<file path="config.mk">
export PLATFORM = sky130hd
export DESIGN_NAME = uart_tx_frame_flat
export DESIGN_NICKNAME = d
export VERILOG_FILES = /design/src/rtl/uart_tx_frame_pkg.sv /design/src/rtl/uart_tx_frame_if.sv /design/src/rtl/uart_tx_hold.sv /design/src/rtl/uart_tx_frame.sv /design/src/flat_wrapper.sv
export SDC_FILE = /design/constraint.sdc
export NUM_CORES = 1
export LEC_CHECK = 0
export BUFFER_PORTS_ARGS = -buffer_cell sky130_fd_sc_hd__buf_2
export CORE_MARGIN = 4
export CORE_UTILIZATION = 40
export CTS_CLUSTER_SIZE = 16
export DETAILED_ROUTE_END_ITERATION = 6
export PLACE_DENSITY_LB_ADDON = 0.1
export SKIP_LAST_GASP = 1
export SYNTH_ARGS = -nofsm -noshare
export SYNTH_HDL_FRONTEND = slang
export SYNTH_SLANG_ARGS = --single-unit
</file>
<file path="constraint.sdc">
create_clock -name clk -period 2.6 [get_ports clk]
set_clock_uncertainty 0.2 [all_clocks]
set_input_delay 0.13 -clock clk [delete_from_list [all_inputs] [get_ports clk]]
set_output_delay 0.13 -clock clk [all_outputs]
set_load 0.01 [all_outputs]
</file>
<file path="src/rtl/uart_tx_frame_pkg.sv">
// Shared types and helpers for the configurable UART transmitter.
package uart_pkg;

  typedef enum logic [2:0] {
    IDLE,
    START,
    DATA,
    PARITY,
    STOP
  } uart_tx_state_t;

  typedef enum logic [1:0] {
    PAR_NONE,
    PAR_EVEN,
    PAR_ODD
  } uart_parity_t;

  typedef enum logic [1:0] {
    STOP_1,
    STOP_1P5,
    STOP_2
  } uart_stop_t;

  // Length of the stop period in oversample ticks.
  function automatic int uart_stop_ticks(uart_stop_t mode, int oversample);
    case (mode)
      STOP_1:   return oversample;
      STOP_1P5: return (3 * oversample) / 2;
      default:  return 2 * oversample;
    endcase
  endfunction

  // Raw parity code to mode; the spare code 11 means no parity.
  function automatic uart_parity_t uart_decode_parity(logic [1:0] code);
    case (code)
      2'b01:   return PAR_EVEN;
      2'b10:   return PAR_ODD;
      default: return PAR_NONE;
    endcase
  endfunction

  // Raw stop code to mode; 10 and 11 both select two stop bits.
  function automatic uart_stop_t uart_decode_stop(logic [1:0] code);
    case (code)
      2'b00:   return STOP_1;
      2'b01:   return STOP_1P5;
      default: return STOP_2;
    endcase
  endfunction

endpackage

</file>
<file path="src/rtl/uart_tx_frame_if.sv">
// Host-side word handshake plus per-frame configuration.
interface uart_tx_frame_if #(
  parameter int MAX_DBIT = 8
);
  logic                tx_valid;
  logic [MAX_DBIT-1:0] tx_data;
  logic                tx_ready;
  logic [3:0]          cfg_dbits;
  logic [1:0]          cfg_parity;
  logic [1:0]          cfg_stop;

  modport master (
    output tx_valid, tx_data, cfg_dbits, cfg_parity, cfg_stop,
    input  tx_ready
  );

  modport slave (
    input  tx_valid, tx_data, cfg_dbits, cfg_parity, cfg_stop,
    output tx_ready
  );
endinterface

</file>
<file path="src/rtl/uart_tx_hold.sv">
// One-entry holding register between the host and the frame shifter.
module uart_tx_hold #(
  parameter int WIDTH = 8
) (
  input  logic             clk,
  input  logic             rst,
  input  logic             push_valid,
  input  logic [WIDTH-1:0] push_data,
  output logic             push_ready,
  input  logic             pop,
  output logic [WIDTH-1:0] data,
  output logic             full
);

  // Fill on handshake, empty when the transmitter loads a frame.
  // The two never coincide: a push needs !full, a pop needs full.
  always_ff @(posedge clk or posedge rst) begin
    if (rst) begin
      full <= 1'b0;
      data <= '0;
    end else if (push_valid && !full) begin
      full <= 1'b1;
      data <= push_data;
    end else if (pop) begin
      full <= 1'b0;
    end
  end

  // Ready is a pure decode of the flop so it never depends on valid.
  assign push_ready = !full;

endmodule

</file>
<file path="src/rtl/uart_tx_frame.sv">
// Runtime-configurable UART transmitter with a one-word holding register.
module uart_tx_frame
  import uart_pkg::*;
#(
  parameter int OVERSAMPLE = 16,
  parameter int MAX_DBIT   = 8
) (
  input  logic             clk,
  input  logic             rst,
  input  logic             s_tick,
  uart_tx_frame_if.slave   bus,
  output logic             tx_busy,
  output logic             tx_done_tick,
  output logic             tx
);

  localparam int SW = $clog2(2 * OVERSAMPLE);
  localparam int NW = $clog2(MAX_DBIT);
  localparam logic [SW-1:0] BIT_LAST = SW'(OVERSAMPLE - 1);

  uart_tx_state_t      state;
  logic [SW-1:0]       s;
  logic [NW-1:0]       n;
  logic [MAX_DBIT-1:0] shift;
  logic [NW-1:0]       frame_last_bit;
  logic                frame_par_en;
  logic                frame_par_bit;
  logic [SW-1:0]       frame_stop_last;
  logic                tx_reg;

  logic                hold_full;
  logic [MAX_DBIT-1:0] hold_data;
  logic                load;
  logic                stop_end;

  int                  eff_dbits;
  logic [MAX_DBIT-1:0] data_mask;
  uart_parity_t        cfg_par_mode;
  logic                cfg_par_bit;

  uart_tx_hold #(.WIDTH(MAX_DBIT)) u_hold (
    .clk        (clk),
    .rst        (rst),
    .push_valid (bus.tx_valid),
    .push_data  (bus.tx_data),
    .push_ready (bus.tx_ready),
    .pop        (load),
    .data       (hold_data),
    .full       (hold_full)
  );

  // Out-of-range widths fall back to the full data width.
  assign eff_dbits = (int'(bus.cfg_dbits) < 5 || int'(bus.cfg_dbits) > MAX_DBIT)
                     ? MAX_DBIT : int'(bus.cfg_dbits);

  // Mask off data bits that will not be sent so they do not affect parity.
  generate
    for (genvar gi = 0; gi < MAX_DBIT; gi++) begin : g_mask
      assign data_mask[gi] = (gi < eff_dbits);
    end
  endgenerate

  // Parity is fixed at load time from the held word and the latched mode.
  assign cfg_par_mode = uart_decode_parity(bus.cfg_parity);
  assign cfg_par_bit  = (^(hold_data & data_mask)) ^ (cfg_par_mode == PAR_ODD);

  assign stop_end     = (state == STOP) && s_tick && (s == frame_stop_last);
  assign load         = hold_full && ((state == IDLE) || stop_end);
  assign tx_done_tick = stop_end;
  assign tx_busy      = (state != IDLE);
  assign tx           = tx_reg;

  // Frame sequencer: loads a word, walks start/data/parity/stop and drives tx
  // from the state being entered so the line changes on the bit boundary.
  always_ff @(posedge clk or posedge rst) begin
    if (rst) begin
      state           <= IDLE;
      s               <= '0;
      n               <= '0;
      shift           <= '0;
      frame_last_bit  <= '0;
      frame_par_en    <= 1'b0;
      frame_par_bit   <= 1'b0;
      frame_stop_last <= '0;
      tx_reg          <= 1'b1;
    end else if (load) begin
      state           <= START;
      s               <= '0;
      n               <= '0;
      shift           <= hold_data;
      frame_last_bit  <= NW'(eff_dbits - 1);
      frame_par_en    <= (cfg_par_mode != PAR_NONE);
      frame_par_bit   <= cfg_par_bit;
      frame_stop_last <= SW'(uart_stop_ticks(uart_decode_stop(bus.cfg_stop), OVERSAMPLE) - 1);
      tx_reg          <= 1'b0;
    end else if (s_tick) begin
      case (state)
        START: begin
          if (s == BIT_LAST) begin
            state  <= DATA;
            s      <= '0;
            n      <= '0;
            tx_reg <= shift[0];
          end else begin
            s <= s + SW'(1);
          end
        end
        DATA: begin
          if (s == BIT_LAST) begin
            s     <= '0;
            shift <= shift >> 1;
            if (n == frame_last_bit) begin
              if (frame_par_en) begin
                state  <= PARITY;
                tx_reg <= frame_par_bit;
              end else begin
                state  <= STOP;
                tx_reg <= 1'b1;
              end
            end else begin
              n      <= n + NW'(1);
              tx_reg <= shift[1];
            end
          end else begin
            s <= s + SW'(1);
          end
        end
        PARITY: begin
          if (s == BIT_LAST) begin
            state  <= STOP;
            s      <= '0;
            tx_reg <= 1'b1;
          end else begin
            s <= s + SW'(1);
          end
        end
        STOP: begin
          // A pending word at this point is taken by the load branch.
          if (s == frame_stop_last) begin
            state  <= IDLE;
            s      <= '0;
            tx_reg <= 1'b1;
          end else begin
            s <= s + SW'(1);
          end
        end
        default: ;
      endcase
    end
  end

endmodule

</file>
<file path="src/flat_wrapper.sv">
// flat-port wrapper written by rule: the top's interface ports become plain ports
module uart_tx_frame_flat import uart_pkg::*;
#(
  parameter int OVERSAMPLE = 16,
  parameter int MAX_DBIT   = 8
)
  (clk, rst, s_tick, tx_busy, tx_done_tick, tx, bus_tx_valid, bus_tx_data, bus_cfg_dbits, bus_cfg_parity, bus_cfg_stop, bus_tx_ready);
  uart_tx_frame_if #(.MAX_DBIT(MAX_DBIT)) bus_i ();
  input  logic clk;
  input  logic rst;
  input  logic s_tick;
  output logic tx_busy;
  output logic tx_done_tick;
  output logic tx;
  input wire logic [$bits(bus_i.tx_valid)-1:0] bus_tx_valid;
  input wire logic [$bits(bus_i.tx_data)-1:0] bus_tx_data;
  input wire logic [$bits(bus_i.cfg_dbits)-1:0] bus_cfg_dbits;
  input wire logic [$bits(bus_i.cfg_parity)-1:0] bus_cfg_parity;
  input wire logic [$bits(bus_i.cfg_stop)-1:0] bus_cfg_stop;
  output wire logic [$bits(bus_i.tx_ready)-1:0] bus_tx_ready;
  assign bus_i.tx_valid = bus_tx_valid;
  assign bus_i.tx_data = bus_tx_data;
  assign bus_i.cfg_dbits = bus_cfg_dbits;
  assign bus_i.cfg_parity = bus_cfg_parity;
  assign bus_i.cfg_stop = bus_cfg_stop;
  assign bus_tx_ready = bus_i.tx_ready;
  uart_tx_frame #(.OVERSAMPLE(OVERSAMPLE), .MAX_DBIT(MAX_DBIT)) u_core (.clk(clk), .rst(rst), .s_tick(s_tick), .bus(bus_i), .tx_busy(tx_busy), .tx_done_tick(tx_done_tick), .tx(tx));
endmodule
</file>
==> insert_results.sql <==
INSERT INTO impl_metrics (metric_group, metric, value, unit) VALUES
('floorplan', 'num_io_pins', '24', ''),
('sta', 'worstMarginPinSlew', '0.5031', 'ns'),
('place', 'buffer_ports.inserted', '23', ''),
('pwr', 'power.net_switching', '1.114', 'mW'),
('critical_path', 'cp_slowest_stage_delay', '0.54', 'ns'),
('layout', 'utilization', '50.83', '%'),
('pwr', 'power.share.switching', '38.80', '%'),
('place', 'place.detailed.hpwl', '3.012', 'mm'),
('global_routing', 'initial_antenna_violation_count', '0', ''),
('critical_path', 'rr_endpoint', 'u_core.shift[7]', ''),
('clock_network', 'htreeDepth', '2', ''),
('logic_synthesis', 'netlist-cell-type-count', '51', ''),
('clock_network', 'root_buffer_selected_by_cts', 'sky130_fd_sc_hd__clkbuf_8', ''),
('clock_network', 'clkLatencyLatePin', '0.29', 'ns'),
('route', 'first_iter_violations', '69', ''),
('route', 'route.final.wire_length', '4.237', 'mm'),
('critical_path', 'r2r-start', 'u_core.s[0]', ''),
('critical_path', 'cp.arrival', '2.25', 'ns'),
('critical_path', 'critical_path_cell_by_cell', 'or4_4 -> a211oi_4 -> a41oi_4 -> buf_4 -> nand3b_1 -> o21ai_1', ''),
('place', 'place.gp.congestion', '0.8017', ''),
('critical_path', 'worst_path_max_delay_cell', 'sky130_fd_sc_hd__or4_4', ''),
('critical_path', 'criticalPathCategory', 'register to register', ''),
('hold_path', 'hold-path-endpoint', 'u_core.frame_par_en', ''),
('run_status', 'outcome', 'finished, final reports clean', ''),
('logic_synthesis', 'post-synth-top-area-cell', 'sky130_fd_sc_hd__dfrtp_1', ''),
('logic_synthesis', 'yosys_most_used_dff', 'sky130_fd_sc_hd__dfrtp_1', ''),
('layout', 'layout_top_registers', 'u_core.shift: 8 flops, u_core.u_hold.data: 8 flops, u_core.s: 5 flops', ''),
('critical_path', 'start_kind', 'register', ''),
('global_routing', 'globalRoute.totalOverflow', '0', ''),
('global_routing', 'vias_in_the_first_global_route', '1569', ''),
('critical_path', 'timing.critical_path.fanout_max', '19', ''),
('route', 'detail_route.vias_per_cell', '4.951', ''),
('floorplan', 'floorplan.initialDensity', '41.33', '%'),
('run', 'maxCapViolations', '0', ''),
('pwr', 'share_comb_of_total_power', '43.1', '%'),
('pwr', 'power.share.sequential', '38.8', '%'),
('layout', 'commonest_non_fill_non_tap_cell_in_the_layout', 'sky130_fd_sc_hd__dfrtp_1', ''),
('sta', 'timing_max_transition_violations_final', '0', ''),
('logic_synthesis', 'synth_nets', '237', ''),
('sta', 'finalCriticalPeriod', '2.273', 'ns'),
('clock_network', 'cts.sink_count', '37', ''),
('layout', 'layout-drive-gt1-share', '21.96', '%'),
('layout', 'antenna-diode-count', '0', ''),
('floorplan', 'num_rows', '26', ''),
('layout', 'mostFrequentLayoutCells', 'sky130_fd_sc_hd__dfrtp_1 (36), sky130_fd_sc_hd__buf_2 (23), sky130_fd_sc_hd__nand2_1 (17)', ''),
('clock_network', 'tritoncts_clock_tree', 'yes', ''),
('clock_network', 'cts_post_setup_buffers_inserted', '0', ''),
('logic_synthesis', 'yosys-top-cells-area', 'sky130_fd_sc_hd__dfrtp_1 (43%), sky130_fd_sc_hd__ha_1 (4.7%), sky130_fd_sc_hd__mux2i_1 (4.3%), sky130_fd_sc_hd__mux2_2 (4.3%), sky130_fd_sc_hd__nand2_1 (3.0%)', ''),
('sta', 'min_period_over_period', '87.44', '%'),
('route', 'wire_per_inst', '13.04', 'µm'),
('global_routing', 'grt_max_degree', '38', ''),
('critical_path', 'reg2reg_setup_slack', '0.33', 'ns'),
('logic_synthesis', 'postSynthRegisterBits', '37', ''),
('sta', 'slew_headroom', '66.34', '%'),
('route', 'vias', '1609', ''),
('critical_path', 'worst_r2r_path_depth', '6', ''),
('place', 'placed_cells_incl_taps', '303', ''),
('logic_synthesis', 'synthesis.yosys.warnings', '0', ''),
('sta', 'setup_repair_after_global_routing_missed_its_margin', 'false', ''),
('logic_synthesis', 'ys_async_sr_fraction', '100.0', '%'),
('floorplan', 'height_of_the_chip', '80.64', 'µm'),
('layout', 'final_cell_count_no_fill', '325', ''),
('clock_network', 'cts_inserted_buffers', '5', ''),
('sta', 'timing.final.hold_violations', '0', ''),
('sta', 'fmaxAchievable', '0.4399', 'GHz'),
('floorplan', 'die_area', '6503', 'µm²'),
('clock_network', 'post_cts_resize_count', '0', ''),
('hold_path', 'hold_path_stages', '4', ''),
('layout', 'layout.nets', '282', ''),
('layout', 'syn2layout_area_growth', '23.00', '%'),
('critical_path', 'worst-endpoint-required', '2.57', 'ns');
[how the worst max path moves through the flow]
stage                      endpoint         from  slack (ns)  cells after the start
floorplan           u_core.shift[0]  u_core.s[0]        0.44                      8
global placement          u_core.tx  u_core.s[0]        0.38                      6
detailed placement        u_core.tx  u_core.s[0]        0.34                      6
CTS                    tx_done_tick  u_core.s[0]        0.32                      4
global route        u_core.shift[6]  u_core.s[0]        0.19                      6
finish              u_core.shift[7]  u_core.s[0]        0.33                      6
[cell type report]
cell class	count	area (µm²)
flip-flops and latches	37	927.1
clock buffers	6	82.58
multi-input cells	152	1097
clock inverters	2	37.54
repair buffers	45	315.3
fillers	494	2511
well taps	70	87.58
inverters	13	48.80
[per-stage QoR]
stage / worst slack, ns / area (µm²)
6_report: 0.3266 / 2596
5_1_grt: 0.1914 / 2596
4_1_cts: 0.3195 / 2596
3_5_place_dp: 0.3379 / 2336
3_3_place_gp: 0.3783 / 2336
2_1_floorplan: 0.4374 / 2111
[metal layers]
metal	GRT usage (%)	wire (µm)	up-vias	share of wire (%)
met5	0	0	-	0
met4	4.054	50	0	1.2
met3	3.363	119	4	2.8
met2	23.59	1971	22	47
met1	21.11	2096	752	49
li1	-	-	831	-
[cells in the mapped netlist (2+ instances only)]
library cell,number
sky130_fd_sc_hd__nor2_1,15
sky130_fd_sc_hd__o21a_1,2
sky130_fd_sc_hd__xor2_1,3
sky130_fd_sc_hd__ha_1,8
sky130_fd_sc_hd__nand2_1,17
sky130_fd_sc_hd__nor3_1,2
sky130_fd_sc_hd__dfrtp_1,36
sky130_fd_sc_hd__nand3_1,4
sky130_fd_sc_hd__clkbuf_1,2
sky130_fd_sc_hd__a21oi_1,12
sky130_fd_sc_hd__o31ai_1,2
sky130_fd_sc_hd__o21ai_1,8
sky130_fd_sc_hd__inv_1,13
sky130_fd_sc_hd__nor2b_1,6
sky130_fd_sc_hd__xnor2_1,7
sky130_fd_sc_hd__a21o_1,2
sky130_fd_sc_hd__mux2_2,8
sky130_fd_sc_hd__o2bb2ai_1,2
sky130_fd_sc_hd__nand2b_1,6
sky130_fd_sc_hd__buf_2,3
sky130_fd_sc_hd__a31oi_1,3
sky130_fd_sc_hd__or3_1,2
sky130_fd_sc_hd__o21ai_0,10
sky130_fd_sc_hd__mux2i_1,9
[what timing repair did]
item,in CTS,in global routing
endpoints found under the hold margin,48,0
endpoints found under the setup margin,0,0
hold buffers,14,0
[logic make-up after synthesis]
group                    after synthesis  synth area share, %
adder cells (fa/ha/maj)                8                4.742
AO/OA/AOI/OAI                         57                19.80
buffers and inverters                 20                4.090
multiplexers                          17                8.536
XOR/XNOR                              10                4.150
flip-flops                            37                43.92
AND/OR/NAND/NOR                       60                14.76
[tightest hold or removal path, cell delays in order]
cell,delay [ns]
sky130_fd_sc_hd__buf_2,0.09
sky130_fd_sc_hd__inv_1,0.04
sky130_fd_sc_hd__ha_1,0.13
sky130_fd_sc_hd__o21ai_1,0.06
[power groups by stage]
stage	Sequential, mW	Clock, mW	Combinational, mW
after global placement	1.12	0	1.23
final	1.11	0.520	1.24
after global routing	1.16	0.567	1.41
after detailed placement	1.13	0	1.23
after floorplan	1.04	0	1.01
after CTS	1.11	0.533	1.26
Note: power is estimated with default switching activity, not from simulation.
